$ cat config.mk
export PLATFORM = sky130hd
export DESIGN_NAME = temp_history_buffer_flat
export DESIGN_NICKNAME = d
export VERILOG_FILES = /design/src/rtl/temp_history_if.sv /design/src/rtl/temp_history_buffer.sv /design/src/flat_wrapper.sv
export SDC_FILE = /design/constraint.sdc
export NUM_CORES = 1
export LEC_CHECK = 0
export BUFFER_PORTS_ARGS = -buffer_cell sky130_fd_sc_hd__buf_4
export CAP_MARGIN = 20
export CORE_MARGIN = 1.5
export CORE_UTILIZATION = 65
export CTS_CLUSTER_SIZE = 12
export DETAILED_ROUTE_END_ITERATION = 6
export PLACE_DENSITY = 0.95
export SLEW_MARGIN = 30
export SYNTH_ARGS = -nofsm -noshare
export SYNTH_HDL_FRONTEND = slang
export SYNTH_SLANG_ARGS = --single-unit
$ cat constraint.sdc
create_clock -name clk -period 8.7 [get_ports clk]
set_clock_uncertainty 0.2 [all_clocks]
set_input_delay 2.175 -clock clk [delete_from_list [all_inputs] [get_ports clk]]
set_output_delay 2.175 -clock clk [all_outputs]
set_load 0.1 [all_outputs]
$ cat src/rtl/temp_history_if.sv
// Sample/readback/statistics bundle for temp_history_buffer.
// Defining TEMP_HISTORY_OVERRUN_EN adds the sticky overrun flag.
interface temp_history_if #(
  parameter int DW    = 8,
  parameter int DEPTH = 16
);
  localparam int AW = $clog2(DEPTH);

  logic          sample_en;
  logic [DW-1:0] sample_in;
  logic          clear;
  logic [AW-1:0] rd_addr;
  logic [DW-1:0] rd_data;
  logic [DW-1:0] max_out;
  logic [DW-1:0] min_out;
  logic [DW-1:0] avg_out;
  logic [AW:0]   count;
  logic          full;
  logic          stats_valid;
`ifdef TEMP_HISTORY_OVERRUN_EN
  logic          overrun;

  modport master (
    output sample_en, sample_in, clear, rd_addr,
    input  rd_data, max_out, min_out, avg_out,
    input  count, full, stats_valid, overrun
  );
  modport slave (
    input  sample_en, sample_in, clear, rd_addr,
    output rd_data, max_out, min_out, avg_out,
    output count, full, stats_valid, overrun
  );
`else
  modport master (
    output sample_en, sample_in, clear, rd_addr,
    input  rd_data, max_out, min_out, avg_out,
    input  count, full, stats_valid
  );
  modport slave (
    input  sample_en, sample_in, clear, rd_addr,
    output rd_data, max_out, min_out, avg_out,
    output count, full, stats_valid
  );
`endif
endinterface

$ cat src/rtl/temp_history_buffer.sv
// Circular sample history with sequential max/min/floor-average engine.
// Optional sticky overrun flag: define TEMP_HISTORY_OVERRUN_EN.
module temp_history_buffer #(
  parameter int DW    = 8,
  parameter int DEPTH = 16
) (
  input  logic           clk,
  input  logic           reset,
  temp_history_if.slave  bus
);
  localparam int AW = $clog2(DEPTH);
  localparam int SW = DW + AW + 1;

  localparam logic [1:0] IDLE = 2'd0;
  localparam logic [1:0] SCAN = 2'd1;
  localparam logic [1:0] DIV  = 2'd2;
  localparam logic [1:0] DONE = 2'd3;

  logic [DW-1:0] mem [DEPTH];

  logic [1:0]    state;
  logic [AW-1:0] wr_ptr;
  logic [AW:0]   count;
  logic          pending;
  logic          stats_valid;
  logic [DW-1:0] rd_data;
  logic [DW-1:0] max_out;
  logic [DW-1:0] min_out;
  logic [DW-1:0] avg_out;

  logic [AW:0]   n_q;
  logic [AW-1:0] ptr_q;
  logic [AW:0]   idx;
  logic [DW-1:0] scan_q;
  logic          scan_v;
  logic [DW-1:0] max_acc;
  logic [DW-1:0] min_acc;
  logic [SW-1:0] sum;
  logic [AW-1:0] rem;
  logic [$clog2(SW)-1:0] div_cnt;

  logic          wr;
  logic [AW-1:0] rd_idx;
  logic [AW-1:0] scan_idx;
  logic [AW:0]   rem_sh;
  logic          ge;
  logic [AW-1:0] rem_nx;

  assign wr       = bus.sample_en && !bus.clear;
  assign rd_idx   = wr_ptr - AW'(1) - bus.rd_addr;
  assign scan_idx = ptr_q + idx[AW-1:0];

  // Restoring-divide step: sum doubles as dividend and quotient shifter.
  assign rem_sh = {rem, sum[SW-1]};
  assign ge     = rem_sh >= n_q;
  assign rem_nx = ge ? AW'(rem_sh - n_q) : rem_sh[AW-1:0];

  always_ff @(posedge clk) begin
    if (wr) mem[wr_ptr] <= bus.sample_in;
  end

  always_ff @(posedge clk or posedge reset) begin
    if (reset) begin
      state       <= IDLE;
      wr_ptr      <= '0;
      count       <= '0;
      pending     <= 1'b0;
      stats_valid <= 1'b1;
      rd_data     <= '0;
      max_out     <= '0;
      min_out     <= '0;
      avg_out     <= '0;
      n_q         <= '0;
      ptr_q       <= '0;
      idx         <= '0;
      scan_q      <= '0;
      scan_v      <= 1'b0;
      max_acc     <= '0;
      min_acc     <= '0;
      sum         <= '0;
      rem         <= '0;
      div_cnt     <= '0;
    end else if (bus.clear) begin
      state       <= IDLE;
      wr_ptr      <= '0;
      count       <= '0;
      pending     <= 1'b0;
      stats_valid <= 1'b1;
      rd_data     <= '0;
      max_out     <= '0;
      min_out     <= '0;
      avg_out     <= '0;
    end else begin
      if ({1'b0, bus.rd_addr} < count) rd_data <= mem[rd_idx];
      else rd_data <= '0;

      unique case (state)
        IDLE: begin
          if (pending) begin
            pending <= 1'b0;
            n_q     <= count;
            ptr_q   <= wr_ptr - count[AW-1:0];
            idx     <= '0;
            scan_v  <= 1'b0;
            max_acc <= '0;
            min_acc <= '1;
            sum     <= '0;
            rem     <= '0;
            div_cnt <= '0;
            state   <= SCAN;
          end
        end
        SCAN: begin
          // Registered read: accumulation trails the fetch by one cycle.
          scan_v <= idx != n_q;
          if (idx != n_q) begin
            scan_q <= mem[scan_idx];
            idx    <= idx + 1'b1;
          end else begin
            state <= DIV;
          end
          if (scan_v) begin
            if (scan_q > max_acc) max_acc <= scan_q;
            if (scan_q < min_acc) min_acc <= scan_q;
            sum <= sum + SW'(scan_q);
          end
        end
        DIV: begin
          rem     <= rem_nx;
          sum     <= {sum[SW-2:0], ge};
          div_cnt <= div_cnt + 1'b1;
          if (div_cnt == ($clog2(SW))'(SW - 1)) state <= DONE;
        end
        DONE: begin
          max_out <= max_acc;
          min_out <= min_acc;
          avg_out <= sum[DW-1:0];
          if (!pending) stats_valid <= 1'b1;
          state <= IDLE;
        end
        default: state <= IDLE;
      endcase

      // A new sample always overrides the FSM's pending/valid updates.
      if (wr) begin
        wr_ptr      <= wr_ptr + 1'b1;
        pending     <= 1'b1;
        stats_valid <= 1'b0;
        if (count != (AW+1)'(DEPTH)) count <= count + 1'b1;
      end
    end
  end

`ifdef TEMP_HISTORY_OVERRUN_EN
  logic overrun;

  always_ff @(posedge clk or posedge reset) begin
    if (reset) overrun <= 1'b0;
    else if (bus.clear) overrun <= 1'b0;
    else if (bus.sample_en && pending) overrun <= 1'b1;
  end

  assign bus.overrun = overrun;
`endif

  assign bus.rd_data     = rd_data;
  assign bus.max_out     = max_out;
  assign bus.min_out     = min_out;
  assign bus.avg_out     = avg_out;
  assign bus.count       = count;
  assign bus.full        = count == (AW+1)'(DEPTH);
  assign bus.stats_valid = stats_valid;
endmodule

$ cat src/flat_wrapper.sv
// flat-port wrapper written by rule: the top's interface ports become plain ports
module temp_history_buffer_flat 
#(
  parameter int DW    = 8,
  parameter int DEPTH = 16
)
  (clk, reset, bus_sample_en, bus_sample_in, bus_clear, bus_rd_addr, bus_rd_data, bus_max_out, bus_min_out, bus_avg_out, bus_count, bus_full, bus_stats_valid);
  temp_history_if #(.DW(DW), .DEPTH(DEPTH)) bus_i ();
  input  logic clk;
  input  logic reset;
  input wire logic [$bits(bus_i.sample_en)-1:0] bus_sample_en;
  input wire logic [$bits(bus_i.sample_in)-1:0] bus_sample_in;
  input wire logic [$bits(bus_i.clear)-1:0] bus_clear;
  input wire logic [$bits(bus_i.rd_addr)-1:0] bus_rd_addr;
  output wire logic [$bits(bus_i.rd_data)-1:0] bus_rd_data;
  output wire logic [$bits(bus_i.max_out)-1:0] bus_max_out;
  output wire logic [$bits(bus_i.min_out)-1:0] bus_min_out;
  output wire logic [$bits(bus_i.avg_out)-1:0] bus_avg_out;
  output wire logic [$bits(bus_i.count)-1:0] bus_count;
  output wire logic [$bits(bus_i.full)-1:0] bus_full;
  output wire logic [$bits(bus_i.stats_valid)-1:0] bus_stats_valid;
  assign bus_i.sample_en = bus_sample_en;
  assign bus_i.sample_in = bus_sample_in;
  assign bus_i.clear = bus_clear;
  assign bus_i.rd_addr = bus_rd_addr;
  assign bus_rd_data = bus_i.rd_data;
  assign bus_max_out = bus_i.max_out;
  assign bus_min_out = bus_i.min_out;
  assign bus_avg_out = bus_i.avg_out;
  assign bus_count = bus_i.count;
  assign bus_full = bus_i.full;
  assign bus_stats_valid = bus_i.stats_valid;
  temp_history_buffer #(.DW(DW), .DEPTH(DEPTH)) u_core (.clk(clk), .reset(reset), .bus(bus_i));
endmodule
[After elaboration in Yosys (flattened, before gate mapping)]
Memory sizes are Yosys's and may differ from the RTL's. A register that Yosys moved wholly into a read port is not among the register bits.
Index checks and enable logic that the tools add are counted.
Word-level totals
  register bits: 97
  memory bits (writable): 128
  output and inout port bits: 39
  logic and storage cells: 119
  memories: 1
Memories
  u_core.mem: words 16, bits a word 8, rd ports 2, clocked after Yosys merged registers in 1, wr ports 1, RTL line temp_history_buffer.sv:19  | logic [DW-1:0] mem [DEPTH];
Operators by class
  $add $sub $neg: 10
  $lt $le $gt $ge: 4
  eq/ne operators: 16
  muxes and demuxes: 47
  bitwise operators: 1
  reduce and logical (&&, ||, !) cells: 22
Operators with widths (count)
  $mux W8: 14
  $pmux W13 S3: 1
  $pmux W8 S2: 2
  $mux W13: 2
  $mux W5: 5
  $mux W4: 4
  $pmux W4 S2: 2
  $reduce_and A3 Y1: 5
  $add A13 B8 Y13: 1
  $sub A4 B4 Y4: 3
  $add A5 B1 Y5 const B: 2
  $mux W1: 10
  $ne A2 B1 Y1 const B: 5
  $pmux W5 S2: 1
  $reduce_and A5 Y1: 2
  $reduce_bool A2 Y1: 5
  $reduce_bool A3 Y1: 3
  $add A4 B1 Y4 const B: 2
  $gt A8 B8 Y1: 1
  $lt A8 B8 Y1: 1
  $mux W2: 4
  $pmux W2 S4: 1
  $reduce_and A4 Y1: 2
  $ne A3 B2 Y1 const B: 2
  17 further kinds: 20

[Logic depth before layout (Yosys ltp)]
An unclocked memory read counts as a cell.
  depth after elaboration: 5
  mapped depth: 11
  mapped depth without buffers: 9

[Worst setup path after synthesis]
No wires, ideal clock.
  path type: reg-to-output
  start: register u_core.count[1] (netlist: u_core.bus.count[1])
  end: output port bus_full
  arrival: 3356 ps
  setup slack: 2969 ps
  stages on the path, launching flop included: 5
  path buffers: 0
  cell sequence: dfrtp_1 inv_1 ha_1 nand2_1 nor3_1
On the way
  word-level cells in the longest chain between the ends: 1
Ends and longest elaborated chain
  from (decl): RTL line temp_history_buffer.sv:23  | logic [AW:0] count;
  from (signal assigned): RTL line temp_history_buffer.sv:149  | if (count != (AW+1)'(DEPTH)) count <= count + 1'b1;
  $eq A5 B5 Y1: RTL line temp_history_buffer.sv:171  | assign bus.full = count == (AW+1)'(DEPTH);
  to (decl): RTL line flat_wrapper.sv:20  | output wire logic [$bits(bus_i.full)-1:0] bus_full;
No other way between the ends.

[Worst setup path after layout]
Ends and elaborated chain as after synthesis.

==> summary.log <==
[run_status] result of the run finished with violations
[floorplanning] die width 139 um
[drt] DRC viols 5
[power] peak supply drop 0.000181 V
[clock_tree] Reg clk slew, reported paths 60 ps
[clock_tree] number of levels in the clock H-tree 1
[worst_hold_path] hold crit path type flip-flop to flip-flop
[floorplanning] initial cell density of the core 66.9%
[worst_hold_path] Hold Path Stages 2
[sta] pin slew with the least headroom to its limit 1060 ps
[logic_synthesis] post-synthesis cell type count 64
[global_routing] most congested layer reported by global routing met2
[place] area post-placement 12700 sq um
[drt] mean routed wirelength per cell 25.2 um
[global_routing] antenna violations before repair 0
[global_routing] met2 GRT Util 53.3%
[logic_synthesis] number of synthesized register bits 233
[drt] final wirelength 29800 um
[critical_path] cell depth of the worst flop-to-flop path 9
[critical_path] Worst Setup Start Kind flip-flop
[sta] share of the clock period used by the worst path after layout 50.2%
[drt] total via count after detailed routing 8245
[logic_synthesis] dominant cells by area after synthesis sky130_fd_sc_hd__edfxtp_1 (32%), sky130_fd_sc_hd__dfrtp_1 (22%), sky130_fd_sc_hd__mux4_2 (8.8%), sky130_fd_sc_hd__ha_1 (5.5%), sky130_fd_sc_hd__mux2i_1 (5.0%)
[clock_tree] total number of clock tree sinks 233
[global_routing] overall track demand over capacity in global routing 31.1%
[place] sum of net half-perimeters after detailed placement 19300 um
[worst_hold_path] startpoint of the lowest-slack hold path u_core.rem[3]
[critical_path] data arrival time of the critical path 1990 ps
[logic_synthesis] Yosys warnings 0
[logic_synthesis] post-synthesis net count 960
[sta] Achievable Freq 229 MHz
[global_routing] global-route wire length before repair 46200 um
[power] total power divided by cell area 291 nW/um^2
[finish] antenna fix cells 0
[drt] Antenna Nets Post-Route 0
[clock_tree] cts bufs inserted 25
[clock_tree] clock tree from TritonCTS done
[run] Max Cap Violations 0
[logic_synthesis] summed instance area of the synthesized netlist 12100 sq um
[critical_path] worst-path maximum fanout 6
[global_routing] number of global-route vias before repair 8314
[critical_path] setup slack on the worst flop-to-flop path 5390 ps
[clock_tree] Bufs on Longest Clock Path 3
[clock_tree] Hold-fix buffers, CTS 0
[global_routing] Global Route met3 Usage 4.99%
[critical_path] crit path kind flip-flop to output port
[drt] drt pass-1 iters 7
[floorplanning] Die Ht 139 um
[clock_tree] clock latency of the later-clocked register in the worst-skew pair 530 ps
[critical_path] data required time at the worst endpoint 6330 ps
[clock_tree] post-CTS setup-driven buffer insertion count 0
[floorplanning] Rows 49
[floorplanning] Std-Cell Core Area 18100 sq um
[worst_hold_path] hold path endpoint u_core.rem[3]
[logic_synthesis] sequential-to-total area share from yosys stat 53.5%
[place] global placement routability congestion 0.847
[sta] number of slew-limit violations in the final report 0
[logic_synthesis] leading area contributor after synthesis sky130_fd_sc_hd__edfxtp_1
[finish] post-route standard cell area excluding fillers 13500 sq um
[logic_synthesis] Synth Flop Type sky130_fd_sc_hd__edfxtp_1
[sta] Final Hold Violating Endpoints 0
[finish] count of nets after finishing 1009
[run_status] violated checks design-rule violations
[finish] area of combinational cells with multiple inputs 5240 sq um
[clock_tree] root buffer selected by CTS sky130_fd_sc_hd__clkbuf_16
[logic_synthesis] area share of the leading cell type in the synthesized netlist 31.8%
[finish] layout overhead on the synthesized area 11.5%
[critical_path] beginning of the worst register-to-register path u_core.idx[0]
[clock_tree] number of cells upsized or downsized after cts 0
[drt] iteration-0 DRC count of the detailed router 761
[sta] clock period minus worst slack 4360 ps
[logic_synthesis] number of enable-type register cells in the synthesized netlist 128
[sta] Finish-stage setup viols 0
[sta] summed negative setup slack over all endpoints 0 ps
[global_routing] overflow left after global routing 0
[floorplanning] DIE AREA 19400 sq um
[sta] unrepaired setup endpoints after global routing no
[sta] worst slew slack as a fraction of its limit 28.7%
[finish] layout cells sized above 1 19.6%
[power] leakage power 0.00539 uW
[floorplanning] total I/O pin count 55
[logic_synthesis] async set-or-reset flop fraction in the synthesized netlist 45.1%
[global_routing] maximum number of pins on one net before global-route repair 57
[critical_path] worst r2r dst u_core.scan_q[2]
[global_routing] global routing usage on met1 37.9%
[logic_synthesis] number of cells produced by synthesis 886
[drt] ratio of routed vias to standard cells 6.97
[finish] Seq. cell area 6470 sq um
[critical_path] sort of element at the end of the critical path output port
[finish] filler cell count 997
[place] Port Buffers 54
[logic_synthesis] synthesized area divided by synthesized cell count 13.7 sq um
-- critical path, stage by stage, from the launching register on --
cell and delay, ps:
sky130_fd_sc_hd__dfrtp_1 470, sky130_fd_sc_hd__inv_1 180, sky130_fd_sc_hd__ha_1 170, sky130_fd_sc_hd__nand2_1 40
sky130_fd_sc_hd__nor3_1 250, sky130_fd_sc_hd__buf_4 350
-- kinds of logic (layout without fill, tap and decap cells) --
| family | Yosys count | in the layout | synth area share [%] |
|---|---|---|---|
| flip-flops | 233 | 233 | 53.5 |
| AND/OR/NAND/NOR | 190 | 190 | 7.62 |
| AO/OA/AOI/OAI | 145 | 145 | 8.25 |
| multiplexers | 136 | 136 | 18.6 |
| buffers and inverters | 96 | 164 | 3.59 |
| adder cells (fa/ha/maj) | 58 | 58 | 6.31 |
| XOR/XNOR | 28 | 28 | 2.09 |
-- layout by cell type, fill, tap and decap left out, types with 18 or more instances in the layout --
cell,n
sky130_fd_sc_hd__a21oi_1,37
sky130_fd_sc_hd__buf_4,67
sky130_fd_sc_hd__clkbuf_16,25
sky130_fd_sc_hd__dfrtp_1,104
sky130_fd_sc_hd__edfxtp_1,128
sky130_fd_sc_hd__ha_1,51
sky130_fd_sc_hd__inv_1,49
sky130_fd_sc_hd__mux2i_1,60
sky130_fd_sc_hd__mux4_2,47
sky130_fd_sc_hd__nand2_1,43
sky130_fd_sc_hd__nand3_1,18
sky130_fd_sc_hd__nor2_1,53
sky130_fd_sc_hd__o21ai_0,30
-- power by group --
| part | internal, uW | switching [uW] | total (uW) |
|---|---|---|---|
| sequential | 1270 | 141 | 1420 |
| combinational | 654 | 834 | 1490 |
| clock | 598 | 417 | 1020 |
| total | 2530 | 1390 | 3920 |
-- how the worst max path moves through the flow --
stage	cells after the start	slack (ps)	from	to
6_report	5	4340	u_core.bus.count[1]	bus_full
2_1_floorplan	4	2970	u_core.bus.count[1]	bus_full
3_5_place_dp	8	4290	bus_rd_addr[0]	u_core.bus.rd_data[2]
4_1_cts	5	4350	u_core.bus.count[1]	bus_full
3_3_place_gp	6	4120	bus_rd_addr[0]	u_core.bus.rd_data[7]
5_1_grt	5	4230	u_core.bus.count[1]	bus_full
-- stage by stage --
stage / power (uW) / hold slack [ps] / setup WS (ps) / cells / util [%]
after global routing: 4090 / 353 / 4230 / 1183 / 74.5
final: 3920 / 316 / 4340 / 1183 / 74.5
after global placement: 2780 / 268 / 4120 / 1135 / 69.9
after floorplan: 2570 / 254 / 2970 / 886 / -
after detailed placement: 2880 / 288 / 4290 / 1137 / 70.2
after CTS: 3900 / 310 / 4350 / 1183 / 74.5
-- routing by layer --
metal / routed length (um) / vias to the layer above
met5: 0 / -
met2: 15100 / 547
met4: 1790 / 0
li1: - / 3480
met1: 10500 / 4059
met3: 2460 / 159
-- area by class of cell --
type / instances / area share (%)
clock inverter: 5 / 0.427
multi-input combinational: 557 / 38.9
timing repair buffer: 67 / 3.73
inverter: 51 / 1.44
clock buffer: 41 / 5.38
tap: 229 / 2.13
sequential: 233 / 48.0
-- registers in the layout, indices dropped and copies added (netlist names) --
name and cells:
u_core.mem 128, u_core.ptr_q 4, u_core.scan_v 1, u_core.max_acc 8
u_core.pending 1, u_core.n_q 5, u_core.wr_ptr 4, u_core.state 2
u_core.bus.min_out 8, u_core.bus.avg_out 8, u_core.scan_q 8, u_core.div_cnt 4
u_core.sum 13, u_core.bus.rd_data 8, u_core.idx 5, u_core.bus.max_out 8
u_core.rem 4, u_core.bus.count 5, u_core.min_acc 8, u_core.bus.stats_valid 1
-- synthesized netlist by cell type (10+ instances only) --
| cell | instances |
|---|---|
| sky130_fd_sc_hd__a21o_1 | 10 |
| sky130_fd_sc_hd__ha_1 | 53 |
| sky130_fd_sc_hd__nor2_1 | 55 |
| sky130_fd_sc_hd__nand3_1 | 18 |
| sky130_fd_sc_hd__edfxtp_1 | 128 |
| sky130_fd_sc_hd__mux4_1 | 17 |
| sky130_fd_sc_hd__inv_1 | 50 |
| sky130_fd_sc_hd__nand2_1 | 43 |
| sky130_fd_sc_hd__nor2b_1 | 12 |
| sky130_fd_sc_hd__mux4_2 | 47 |
| sky130_fd_sc_hd__clkbuf_1 | 20 |
| sky130_fd_sc_hd__buf_2 | 14 |
| sky130_fd_sc_hd__dfrtp_1 | 104 |
| sky130_fd_sc_hd__xnor2_1 | 17 |
| sky130_fd_sc_hd__and2_1 | 12 |
| sky130_fd_sc_hd__a21oi_1 | 37 |
| sky130_fd_sc_hd__nand4_1 | 15 |
| sky130_fd_sc_hd__o21ai_0 | 30 |
| sky130_fd_sc_hd__mux2i_1 | 60 |
| sky130_fd_sc_hd__o22ai_1 | 10 |
| sky130_fd_sc_hd__xor2_1 | 10 |
(Power assumes the default switching activity.)
